## config.mk

```make
export PLATFORM = sky130hd
export DESIGN_NAME = mem_port_arbiter_flat
export DESIGN_NICKNAME = d
export VERILOG_FILES = /design/src/rtl/mem_port_arbiter_if.sv /design/src/rtl/mem_port_arbiter.sv /design/src/flat_wrapper.sv
export SDC_FILE = /design/constraint.sdc
export NUM_CORES = 1
export LEC_CHECK = 0
export ABC_AREA = 1
export CELL_PAD_IN_SITES_DETAIL_PLACEMENT = 1
export CELL_PAD_IN_SITES_GLOBAL_PLACEMENT = 1
export CORE_ASPECT_RATIO = 1.75
export CORE_MARGIN = 2
export CORE_UTILIZATION = 11
export CTS_CLUSTER_DIAMETER = 50
export DETAILED_ROUTE_END_ITERATION = 8
export PLACE_DENSITY = 0.81
export SLEW_MARGIN = 10
export SYNTH_ARGS = -nofsm -noshare
export SYNTH_HDL_FRONTEND = slang
export SYNTH_SLANG_ARGS = --single-unit
export TNS_END_PERCENT = 20
```

## constraint.sdc

```tcl
create_clock -name clk_i -period 2.1 [get_ports clk_i]
set_clock_uncertainty 0.1 [all_clocks]
set_input_delay 0.42 -clock clk_i [delete_from_list [all_inputs] [get_ports clk_i]]
set_output_delay 0.42 -clock clk_i [all_outputs]
set_load 0.01 [all_outputs]
```

## src/rtl/mem_port_arbiter_if.sv

```systemverilog
// Bus bundle between the two requesters (fetch I, load/store D), the arbiter and the word memory.
interface mem_port_arbiter_if #(
    parameter int ADDR_W = 32
);
    logic              i_req_i;
    logic [ADDR_W-1:0] i_addr_i;
    logic              i_gnt_o;
    logic              i_rvalid_o;
    logic [31:0]       i_rdata_o;

    logic              d_req_i;
    logic              d_we_i;
    logic [ADDR_W-1:0] d_addr_i;
    logic [31:0]       d_wdata_i;
    logic              d_gnt_o;
    logic              d_rvalid_o;
    logic [31:0]       d_rdata_o;

    logic              mem_wen_o;
    logic [ADDR_W-1:0] mem_addr_o;
    logic [31:0]       mem_wdata_o;
    logic [31:0]       mem_rdata_i;

    modport slave (
        input  i_req_i, i_addr_i, d_req_i, d_we_i, d_addr_i, d_wdata_i, mem_rdata_i,
        output i_gnt_o, i_rvalid_o, i_rdata_o, d_gnt_o, d_rvalid_o, d_rdata_o,
               mem_wen_o, mem_addr_o, mem_wdata_o
    );

    modport master (
        output i_req_i, i_addr_i, d_req_i, d_we_i, d_addr_i, d_wdata_i, mem_rdata_i,
        input  i_gnt_o, i_rvalid_o, i_rdata_o, d_gnt_o, d_rvalid_o, d_rdata_o,
               mem_wen_o, mem_addr_o, mem_wdata_o
    );
endinterface

```

## src/rtl/mem_port_arbiter.sv

```systemverilog
// Data-priority arbiter for a single-port synchronous memory shared by fetch (I) and load/store (D),
// with a starvation guard for fetch and one-cycle read-return routing.
module mem_port_arbiter #(
    parameter int STARVE_LIMIT = 4,
    parameter int ADDR_W       = 32
) (
    input  logic               clk_i,
    input  logic               rst_n_i,
    mem_port_arbiter_if.slave  bus
);
    localparam int CNT_W = 4;
    localparam logic [CNT_W-1:0] LIMIT = CNT_W'(STARVE_LIMIT);

    typedef enum logic {
        OWNER_I = 1'b0,
        OWNER_D = 1'b1
    } owner_e;

    logic [CNT_W-1:0] starve_cnt_q, starve_cnt_d;
    logic             rd_pend_q, rd_pend_d;
    owner_e           rd_owner_q, rd_owner_d;

    logic              i_gnt_s;
    logic              d_gnt_s;
    logic              rd_issue_s;
    logic              mem_wen_s;
    logic [ADDR_W-1:0] mem_addr_s;
    logic [31:0]       mem_wdata_s;

    function automatic logic [ADDR_W-1:0] word_align(input logic [ADDR_W-1:0] addr);
        return {addr[ADDR_W-1:2], 2'b00};
    endfunction

    // Grant selection: D wins unless fetch has been denied STARVE_LIMIT cycles in a row.
    always_comb begin
        i_gnt_s = 1'b0;
        d_gnt_s = 1'b0;
        if (bus.d_req_i && bus.i_req_i) begin
            if (starve_cnt_q == LIMIT) begin
                i_gnt_s = 1'b1;
            end else begin
                d_gnt_s = 1'b1;
            end
        end else if (bus.d_req_i) begin
            d_gnt_s = 1'b1;
        end else if (bus.i_req_i) begin
            i_gnt_s = 1'b1;
        end else begin
            i_gnt_s = 1'b0;
            d_gnt_s = 1'b0;
        end
    end

    // Memory drive; an idle cycle issues a harmless read of address zero.
    always_comb begin
        mem_wen_s   = 1'b0;
        mem_addr_s  = '0;
        mem_wdata_s = 32'h0000_0000;
        if (d_gnt_s) begin
            mem_wen_s   = bus.d_we_i;
            mem_addr_s  = word_align(bus.d_addr_i);
            mem_wdata_s = bus.d_wdata_i;
        end else if (i_gnt_s) begin
            mem_addr_s  = word_align(bus.i_addr_i);
            mem_wdata_s = bus.d_wdata_i;
        end else begin
            mem_wen_s   = 1'b0;
            mem_addr_s  = '0;
            mem_wdata_s = 32'h0000_0000;
        end
    end

    assign rd_issue_s = i_gnt_s | (d_gnt_s & ~bus.d_we_i);

    // Next-state for the starvation counter and the pending-read tracker.
    always_comb begin
        starve_cnt_d = starve_cnt_q;
        rd_pend_d    = rd_issue_s;
        rd_owner_d   = rd_owner_q;
        if (bus.i_req_i && !i_gnt_s) begin
            if (starve_cnt_q == LIMIT) begin
                starve_cnt_d = starve_cnt_q;
            end else begin
                starve_cnt_d = starve_cnt_q + 4'd1;
            end
        end else begin
            starve_cnt_d = 4'd0;
        end
        if (rd_issue_s) begin
            rd_owner_d = i_gnt_s ? OWNER_I : OWNER_D;
        end else begin
            rd_owner_d = rd_owner_q;
        end
    end

    // State registers; reset also drops any read still in flight.
    always_ff @(posedge clk_i or negedge rst_n_i) begin
        if (!rst_n_i) begin
            starve_cnt_q <= 4'd0;
            rd_pend_q    <= 1'b0;
            rd_owner_q   <= OWNER_I;
        end else begin
            starve_cnt_q <= starve_cnt_d;
            rd_pend_q    <= rd_pend_d;
            rd_owner_q   <= rd_owner_d;
        end
    end

    assign bus.i_gnt_o     = i_gnt_s;
    assign bus.d_gnt_o     = d_gnt_s;
    assign bus.mem_wen_o   = mem_wen_s;
    assign bus.mem_addr_o  = mem_addr_s;
    assign bus.mem_wdata_o = mem_wdata_s;
    assign bus.i_rvalid_o  = rd_pend_q & (rd_owner_q == OWNER_I);
    assign bus.d_rvalid_o  = rd_pend_q & (rd_owner_q == OWNER_D);
    assign bus.i_rdata_o   = bus.mem_rdata_i;
    assign bus.d_rdata_o   = bus.mem_rdata_i;
endmodule
```

## src/flat_wrapper.sv

```systemverilog
// flat-port wrapper written by rule: the top's interface ports become plain ports
module mem_port_arbiter_flat 
#(
    parameter int STARVE_LIMIT = 4,
    parameter int ADDR_W       = 32
)
  (clk_i, rst_n_i, bus_i_req_i, bus_i_addr_i, bus_d_req_i, bus_d_we_i, bus_d_addr_i, bus_d_wdata_i, bus_mem_rdata_i, bus_i_gnt_o, bus_i_rvalid_o, bus_i_rdata_o, bus_d_gnt_o, bus_d_rvalid_o, bus_d_rdata_o, bus_mem_wen_o, bus_mem_addr_o, bus_mem_wdata_o);
  mem_port_arbiter_if #(.ADDR_W(ADDR_W)) bus_i ();
  input  logic clk_i;
  input  logic rst_n_i;
  input wire logic [$bits(bus_i.i_req_i)-1:0] bus_i_req_i;
  input wire logic [$bits(bus_i.i_addr_i)-1:0] bus_i_addr_i;
  input wire logic [$bits(bus_i.d_req_i)-1:0] bus_d_req_i;
  input wire logic [$bits(bus_i.d_we_i)-1:0] bus_d_we_i;
  input wire logic [$bits(bus_i.d_addr_i)-1:0] bus_d_addr_i;
  input wire logic [$bits(bus_i.d_wdata_i)-1:0] bus_d_wdata_i;
  input wire logic [$bits(bus_i.mem_rdata_i)-1:0] bus_mem_rdata_i;
  output wire logic [$bits(bus_i.i_gnt_o)-1:0] bus_i_gnt_o;
  output wire logic [$bits(bus_i.i_rvalid_o)-1:0] bus_i_rvalid_o;
  output wire logic [$bits(bus_i.i_rdata_o)-1:0] bus_i_rdata_o;
  output wire logic [$bits(bus_i.d_gnt_o)-1:0] bus_d_gnt_o;
  output wire logic [$bits(bus_i.d_rvalid_o)-1:0] bus_d_rvalid_o;
  output wire logic [$bits(bus_i.d_rdata_o)-1:0] bus_d_rdata_o;
  output wire logic [$bits(bus_i.mem_wen_o)-1:0] bus_mem_wen_o;
  output wire logic [$bits(bus_i.mem_addr_o)-1:0] bus_mem_addr_o;
  output wire logic [$bits(bus_i.mem_wdata_o)-1:0] bus_mem_wdata_o;
  assign bus_i.i_req_i = bus_i_req_i;
  assign bus_i.i_addr_i = bus_i_addr_i;
  assign bus_i.d_req_i = bus_d_req_i;
  assign bus_i.d_we_i = bus_d_we_i;
  assign bus_i.d_addr_i = bus_d_addr_i;
  assign bus_i.d_wdata_i = bus_d_wdata_i;
  assign bus_i.mem_rdata_i = bus_mem_rdata_i;
  assign bus_i_gnt_o = bus_i.i_gnt_o;
  assign bus_i_rvalid_o = bus_i.i_rvalid_o;
  assign bus_i_rdata_o = bus_i.i_rdata_o;
  assign bus_d_gnt_o = bus_i.d_gnt_o;
  assign bus_d_rvalid_o = bus_i.d_rvalid_o;
  assign bus_d_rdata_o = bus_i.d_rdata_o;
  assign bus_mem_wen_o = bus_i.mem_wen_o;
  assign bus_mem_addr_o = bus_i.mem_addr_o;
  assign bus_mem_wdata_o = bus_i.mem_wdata_o;
  mem_port_arbiter #(.STARVE_LIMIT(STARVE_LIMIT), .ADDR_W(ADDR_W)) u_core (.clk_i(clk_i), .rst_n_i(rst_n_i), .bus(bus_i));
endmodule
```

==> impl_metrics.yaml, run 1 <==
run_status:
  status: "finished, violations left"
  violations: "setup timing"
sta:
  post-route-period-util_pct: 104
  post-route-min-period_ps: 2190
  fmax_ghz: 0.457
  hold_viol: 0
  finalSetupViolations: 30
  rsz0062_at_grt: "true"
  finalSetupTns_ps: -1830
  finalMaxSlewViolations: 0
  setup_slack_ps: -86.1
worst_setup_path:
  crit_top_cell: "nand2_1"
  crit_chain: "inv_2 -> ha_4 -> nand3_4 -> a21boi_4 -> buf_6 -> buf_16 -> nand2_1 -> nand2_1 -> buf_2"
  slowest_stage: "dfrtp_1"
  cp_max_fo: 6
  cp_slowest_stage_delay_ps: 380
  cp-start-kind: "flop"
  critical_path_class: "reg2out"
  cp-end-kind: "output port"
  arrival_ps: 1670
  required_ps: 1580
final_layout:
  nets: 526
  stdcell_count: 563
  n_antenna_cell: 0
  area_delta_synth_final_pct: 113
  fillers: 1671
  drive_above_1_share_pct: 27.5
  final_area_um2: 3220
logic_synthesis:
  synth_warnings: 0
  synth_area_um2: 1510
  ys_seq_elements: 6
  syn_area_per_cell_um2: 5.64
  synthDistinctLibCells: 18
  synth_seq_area_share_pct: 9.93
  syn-instance-count: 268
job:
  drv_cap: 0
cts:
  clock_sinks: 6
  clock_latency_ps: 230
  cts_tree: "built"
  cts-root-buf: "clkbuf_16"
  numCtsBuffers: 3
  clockBufferDepth: 2
  clkTransAtPathRegs_ps: 40
  cts-htree-levels: 1
  ctsHoldBuffers: 0
global_route:
  track_usage_pct: 9.27
  gr-usage-met2_pct: 19.9
  grt_pass1_vias: 2214
  met3_usage_pct: 1.51
  antenna_found_initial: 0
  top_usage_layer: "met2"
  grt_remaining_overflow: 0
  grt_first_pass_wirelength_mm: 10.6
  grt_max_degree: 24
  met1_usage_pct: 5.97
route:
  routedWlPerCell_um: 13.4
  drc: 0
  drtIter0Drc: 31
  vias_per_cell: 3.56
  num_vias: 2007
  antenna_left: 0
  drt-pass1-iter-count: 4
  routed_wl_mm: 7.53
floorplan:
  die-area_um2: 14700
  core_area_um2: 13500
  die_w_um: 92.6
  floorplan.die.height_um: 159
  start_util_pct: 11.2
  ioPinCount: 266
  num_rows: 56
place:
  io_buffer_count: 163
  dpl.hpwl_mm: 5.84
  place_area_um2: 2960
  gp_congestion: 0.718
  placed_cells: 547
pwr:
  ir_worst_vdd_v: 0.000310
  power_density_nw_per_um2: 337
  p_total_mw: 1.08
  p_leak_nw: 1.67
hold_path:
  hold_path.class: "in2async"
## cell usage after synthesis
| cell type | count | area share (%) |
|---|---|---|
| a21oi_1 | 2 | 0.66 |
| ha_1 | 2 | 1.7 |
| buf_2 | 3 | 0.99 |
| nand4_1 | 1 | 0.41 |
| xor2_1 | 1 | 0.58 |
| a21boi_4 | 1 | 1.2 |
| buf_6 | 6 | 4.5 |
| nor2_1 | 38 | 9.4 |
| nand2_2 | 5 | 2.1 |
| nand3_2 | 2 | 1.3 |
| xnor2_1 | 1 | 0.58 |
| inv_1 | 41 | 10 |
| conb_1 | 1 | 0.25 |
| nand2_4 | 1 | 0.74 |
| dfrtp_1 | 6 | 9.9 |
| nand2_1 | 89 | 22 |
| nand3_1 | 2 | 0.66 |
| buf_4 | 66 | 33 |
## power breakdown
part / internal [mW] / total [mW] / leakage, nW / switching, mW
Clock: 0.245 / 0.316 / 0.0370 / 0.0706
Sequential: 0.122 / 0.126 / 0.0788 / 0.00374
Combinational: 0.378 / 0.642 / 1.56 / 0.264
Total: 0.745 / 1.08 / 1.67 / 0.338
## cell families (layout without fill, tap and decap cells)
| kind of cell | Yosys count | in the layout | synth area share (%) |
|---|---|---|---|
| AO/OA/AOI/OAI | 3 | 3 | 1.90 |
| buffers and inverters | 116 | 236 | 48.4 |
| adder cells (fa/ha/maj) | 2 | 2 | 1.65 |
| AND/OR/NAND/NOR | 138 | 138 | 36.7 |
| flip-flops | 6 | 6 | 9.93 |
| other | 1 | 2 | 0.248 |
| XOR/XNOR | 2 | 2 | 1.16 |
## critical path: cells and delay by family (launching register included)
family | cells | cell delay, ps
compound gates | 1 | 210
buf+inv | 4 | 490
flops | 1 | 380
simple gates | 3 | 200
fa+ha+maj | 1 | 150
## layout by cell type (no fill, tap or decap), types with 4 or more instances in the layout
cell              n
buf_4            16
clkbuf_16         5
nand2_1          62
dfrtp_1           6
inv_1            39
nand2_2          28
nand2_4           4
nor2_1           37
dlygate4sd2_1    30
clkdlybuf4s50_1  96
buf_6            15
buf_2            24
## area by class of cell
type | count | area [µm²] | share of cell area [%]
repair buffers | 192 | 1860 | 57.7
multi-input cells | 147 | 766 | 23.8
well taps | 174 | 218 | 6.76
inverters | 41 | 154 | 4.78
flip-flops and latches | 6 | 150 | 4.66
clock buffers | 3 | 75.1 | 2.33
## state kept, by name, summed over array words and instances (netlist names)
signal               count
u_core.starve_cnt_q      4
u_core.rd_owner_q        1
u_core.rd_pend_q         1
## per-stage QoR
| stage | hold slack [ps] | setup WS [ps] | utilization (%) |
|---|---|---|---|
| 3_5_place_dp | 435 | -666 | 22.0 |
| 6_report | 341 | -86.1 | 23.9 |
| 5_1_grt | 370 | -159 | 23.9 |
| 2_1_floorplan | 24.4 | 331 | - |
| 3_3_place_gp | 415 | -609 | 22.0 |
| 4_1_cts | 358 | -92.9 | 22.7 |
## per-layer routing
| metal | share of wire, % | vias up | routed length (µm) |
|---|---|---|---|
| met3 | 9.8 | 60 | 740 |
| met1 | 25 | 874 | 1880 |
| met2 | 56 | 133 | 4220 |
| met4 | 9.1 | 0 | 688 |
| met5 | 0 | - | 0 |
| li1 | - | 940 | - |
## path summary, 6_finish.rpt
check,start,endpoint,slack [ps],cells after the start
worst max-delay path,u_core.starve_cnt_q[1],bus_mem_addr_o[25],-90,9
worst min-delay path,rst_n_i,u_core.starve_cnt_q[2],340,1
worst max register to register,u_core.starve_cnt_q[1],u_core.rd_pend_q,530,9
worst min register to register,u_core.rd_owner_q,u_core.rd_owner_q,430,2
max in group asynchronous,rst_n_i,u_core.starve_cnt_q[0],1330,1
min in group clk_i,u_core.rd_owner_q,u_core.rd_owner_q,430,2
## what timing repair did
item / in CTS / in global routing
pin swaps: 6 / 9
setup buffers: 8 / 0
hold endpoints to repair: 0 / 0
gates resized for setup: 193 / 37
setup endpoints to repair: 65 / 50
gates cloned: 3 / 3
Power figures use the tool's default switching activity.
==> inputs of run 2 (changes only) <==
--- a/config.mk
+++ b/config.mk
@@ -8,12 +8,13 @@
 export ABC_AREA = 1
 export CELL_PAD_IN_SITES_DETAIL_PLACEMENT = 1
 export CELL_PAD_IN_SITES_GLOBAL_PLACEMENT = 1
-export CORE_ASPECT_RATIO = 1.75
+export CORE_ASPECT_RATIO = 0.5
 export CORE_MARGIN = 2
 export CORE_UTILIZATION = 11
 export CTS_CLUSTER_DIAMETER = 50
 export DETAILED_ROUTE_END_ITERATION = 8
 export PLACE_DENSITY = 0.81
+export SKIP_CTS_REPAIR_TIMING = 1
 export SLEW_MARGIN = 10
 export SYNTH_ARGS = -nofsm -noshare
 export SYNTH_HDL_FRONTEND = slang
==> run 2 against run 1 <==
Net effect:
- final area is the same
- critical path depth did not move
- highest routed layer unchanged
- sequential share of layout area unchanged
- critical endpoint is now bus_mem_addr_o[21]
- largest cell class unchanged
- final cell count is 0.71% lower
- the run still ends with setup timing left
- clock power fell by 4%
==> impl_metrics.yaml, run 2 (same netlist as run 1, synthesis figures left out) <==
pwr:
  ir_worst_vdd_v: 0.000174
  power_density_nw_per_um2: 327
  switching_share_pct: 29.5
  p_leak_nw: 1.91
  power.share.clock_pct: 28.7
  pwr-share-comb_pct: 59.2
  internal-power_mw: 0.742
  power_frac_seq_pct: 12.0
  switchingPower_mw: 0.310
  p_total_mw: 1.05
cts:
  clock_latency_ps: 230
  clkTransAtPathRegs_ps: 30
  clock_sinks: 6
  cts_tree: "built"
  cts-root-buf: "clkbuf_16"
  cts-htree-levels: 1
  numCtsBuffers: 3
  clockBufferDepth: 2
worst_setup_path:
  crit_chain: "inv_2 -> ha_4 -> nand3_4 -> a21boi_4 -> buf_12 -> clkbuf_16 -> nand2_1 -> nand2_1 -> buf_6"
  r2r_end: "u_core.rd_owner_q"
  slowest_stage: "dfrtp_1"
  cp-end-kind: "output port"
  r2r_cells: 8
  cp_slowest_stage_delay_ps: 390
  critical_path_class: "reg2out"
  r2r-start: "u_core.starve_cnt_q[0]"
  cp_max_fo: 6
  rrSetupSlack_ps: 560
  arrival_ps: 1660
  crit_top_cell: "nand2_1"
  path_buf_inv: 4
  cp-start-kind: "flop"
  cp_top_family: "buffers and inverters"
  required_ps: 1580
job:
  drv_cap: 0
place:
  io_buffer_count: 163
  dpl.hpwl_mm: 5.34
  gp_congestion: 0.719
floorplan:
  start_util_pct: 11.2
  die_w_um: 170
  core_area_um2: 13500
  floorplan.die.height_um: 86.9
  die-area_um2: 14800
  ioPinCount: 266
  num_rows: 30
global_route:
  grt_pass1_vias: 1838
  track_usage_pct: 7.82
  grt_max_degree: 23
  antenna_found_initial: 0
  grt_first_pass_wirelength_mm: 9.14
  grt_remaining_overflow: 0
final_layout:
  area_delta_synth_final_pct: 113
  layout_commonest_cell: "clkdlybuf4s50_1"
  n_antenna_cell: 0
  nets: 520
  final_cell_mix: "99 x clkdlybuf4s50_1, 71 x nand2_1, 39 x inv_1, 37 x nor2_1, 32 x dlymetal6s2s_1"
  reg_top3: "u_core.starve_cnt_q: 4 flops, u_core.rd_owner_q: 1 flops, u_core.rd_pend_q: 1 flops"
  top_register: "u_core.starve_cnt_q"
  drive_above_1_share_pct: 23.2
  largest_reg_flops: 4
route:
  num_vias: 1844
  drc: 0
  routed_wl_mm: 6.61
  antenna_left: 0
  vias_per_cell: 3.30
  routedWlPerCell_um: 11.8
  drt-pass1-iter-count: 2
  drtIter0Drc: 34
sta:
  post-route-period-util_pct: 104
  fmax_ghz: 0.459
  rsz0062_at_grt: "true"
  setup_slack_ps: -77.8
  whs_ps: 351
  finalMaxSlewViolations: 0
  post-route-min-period_ps: 2180
  finalSetupViolations: 31
  hold_viol: 0
run_status:
  violations: "setup timing"
  status: "finished, violations left"
hold_path:
  hold_path.class: "in2async"
==> run 2: cell types whose count changed in the layout (fill, tap and decap cells not counted), moves of 4 or more <==
cell,delta
buf_12,+4
buf_2,-5
buf_4,-5
buf_6,-8
clkbuf_2,+6
dlygate4sd2_1,-30
dlymetal6s2s_1,+32
nand2_1,+9
nand2_2,-5
==> run 2: area by class of cell <==
type | instances | area, µm²
fill | 1652 | 10300
tap | 176 | 220
sequential | 6 | 150
clock buffer | 3 | 75.1
multi-input combinational | 147 | 707
inverter | 41 | 154
timing repair buffer | 186 | 1910
==> run 2: how the worst max path moves through the flow <==
stage | startpoint | endpoint | slack (ps) | depth (start not counted)
floorplan | u_core.starve_cnt_q[0] | bus_mem_addr_o[22] | 330 | 8
global placement | bus_d_req_i | bus_mem_addr_o[27] | -600 | 6
global route | u_core.starve_cnt_q[0] | bus_mem_addr_o[4] | -180 | 9
finish | u_core.starve_cnt_q[0] | bus_mem_addr_o[21] | -80 | 9
CTS | bus_d_req_i | bus_mem_addr_o[17] | -640 | 7
detailed placement | bus_d_req_i | bus_mem_addr_o[17] | -640 | 7
==> run 2: power by group through the flow <==
| stage | Clock [mW] | Sequential (mW) | Combinational (mW) |
|---|---|---|---|
| 5_1_grt | 0.323 | 0.127 | 0.673 |
| 3_3_place_gp | 0 | 0.126 | 0.616 |
| 4_1_cts | 0.311 | 0.126 | 0.635 |
| 2_1_floorplan | 0 | 0.126 | 0.320 |
| 6_report | 0.302 | 0.126 | 0.623 |
| 3_5_place_dp | 0 | 0.127 | 0.631 |
==> run 2: metal layers <==
metal	global-route usage (%)	vias up	routed length (µm)
met1	7.74	842	2380
met4	3.81	0	136
met2	15.2	57	3720
met5	0	-	0
li1	-	926	-
met3	2.36	19	371
==> run 2: per-stage QoR <==
stage | cells | util, % | area [µm²] | setup WS (ps) | setup TNS [ps]
after floorplan | 269 | - | 1520 | 331 | 0
after global placement | 549 | 22.1 | 2980 | -604 | -34830
after detailed placement | 549 | 22.1 | 2980 | -639 | -36890
after CTS | 552 | 22.6 | 3050 | -637 | -37030
after global routing | 559 | 23.9 | 3220 | -179 | -4200
final | 559 | 23.9 | 3220 | -77.8 | -1540
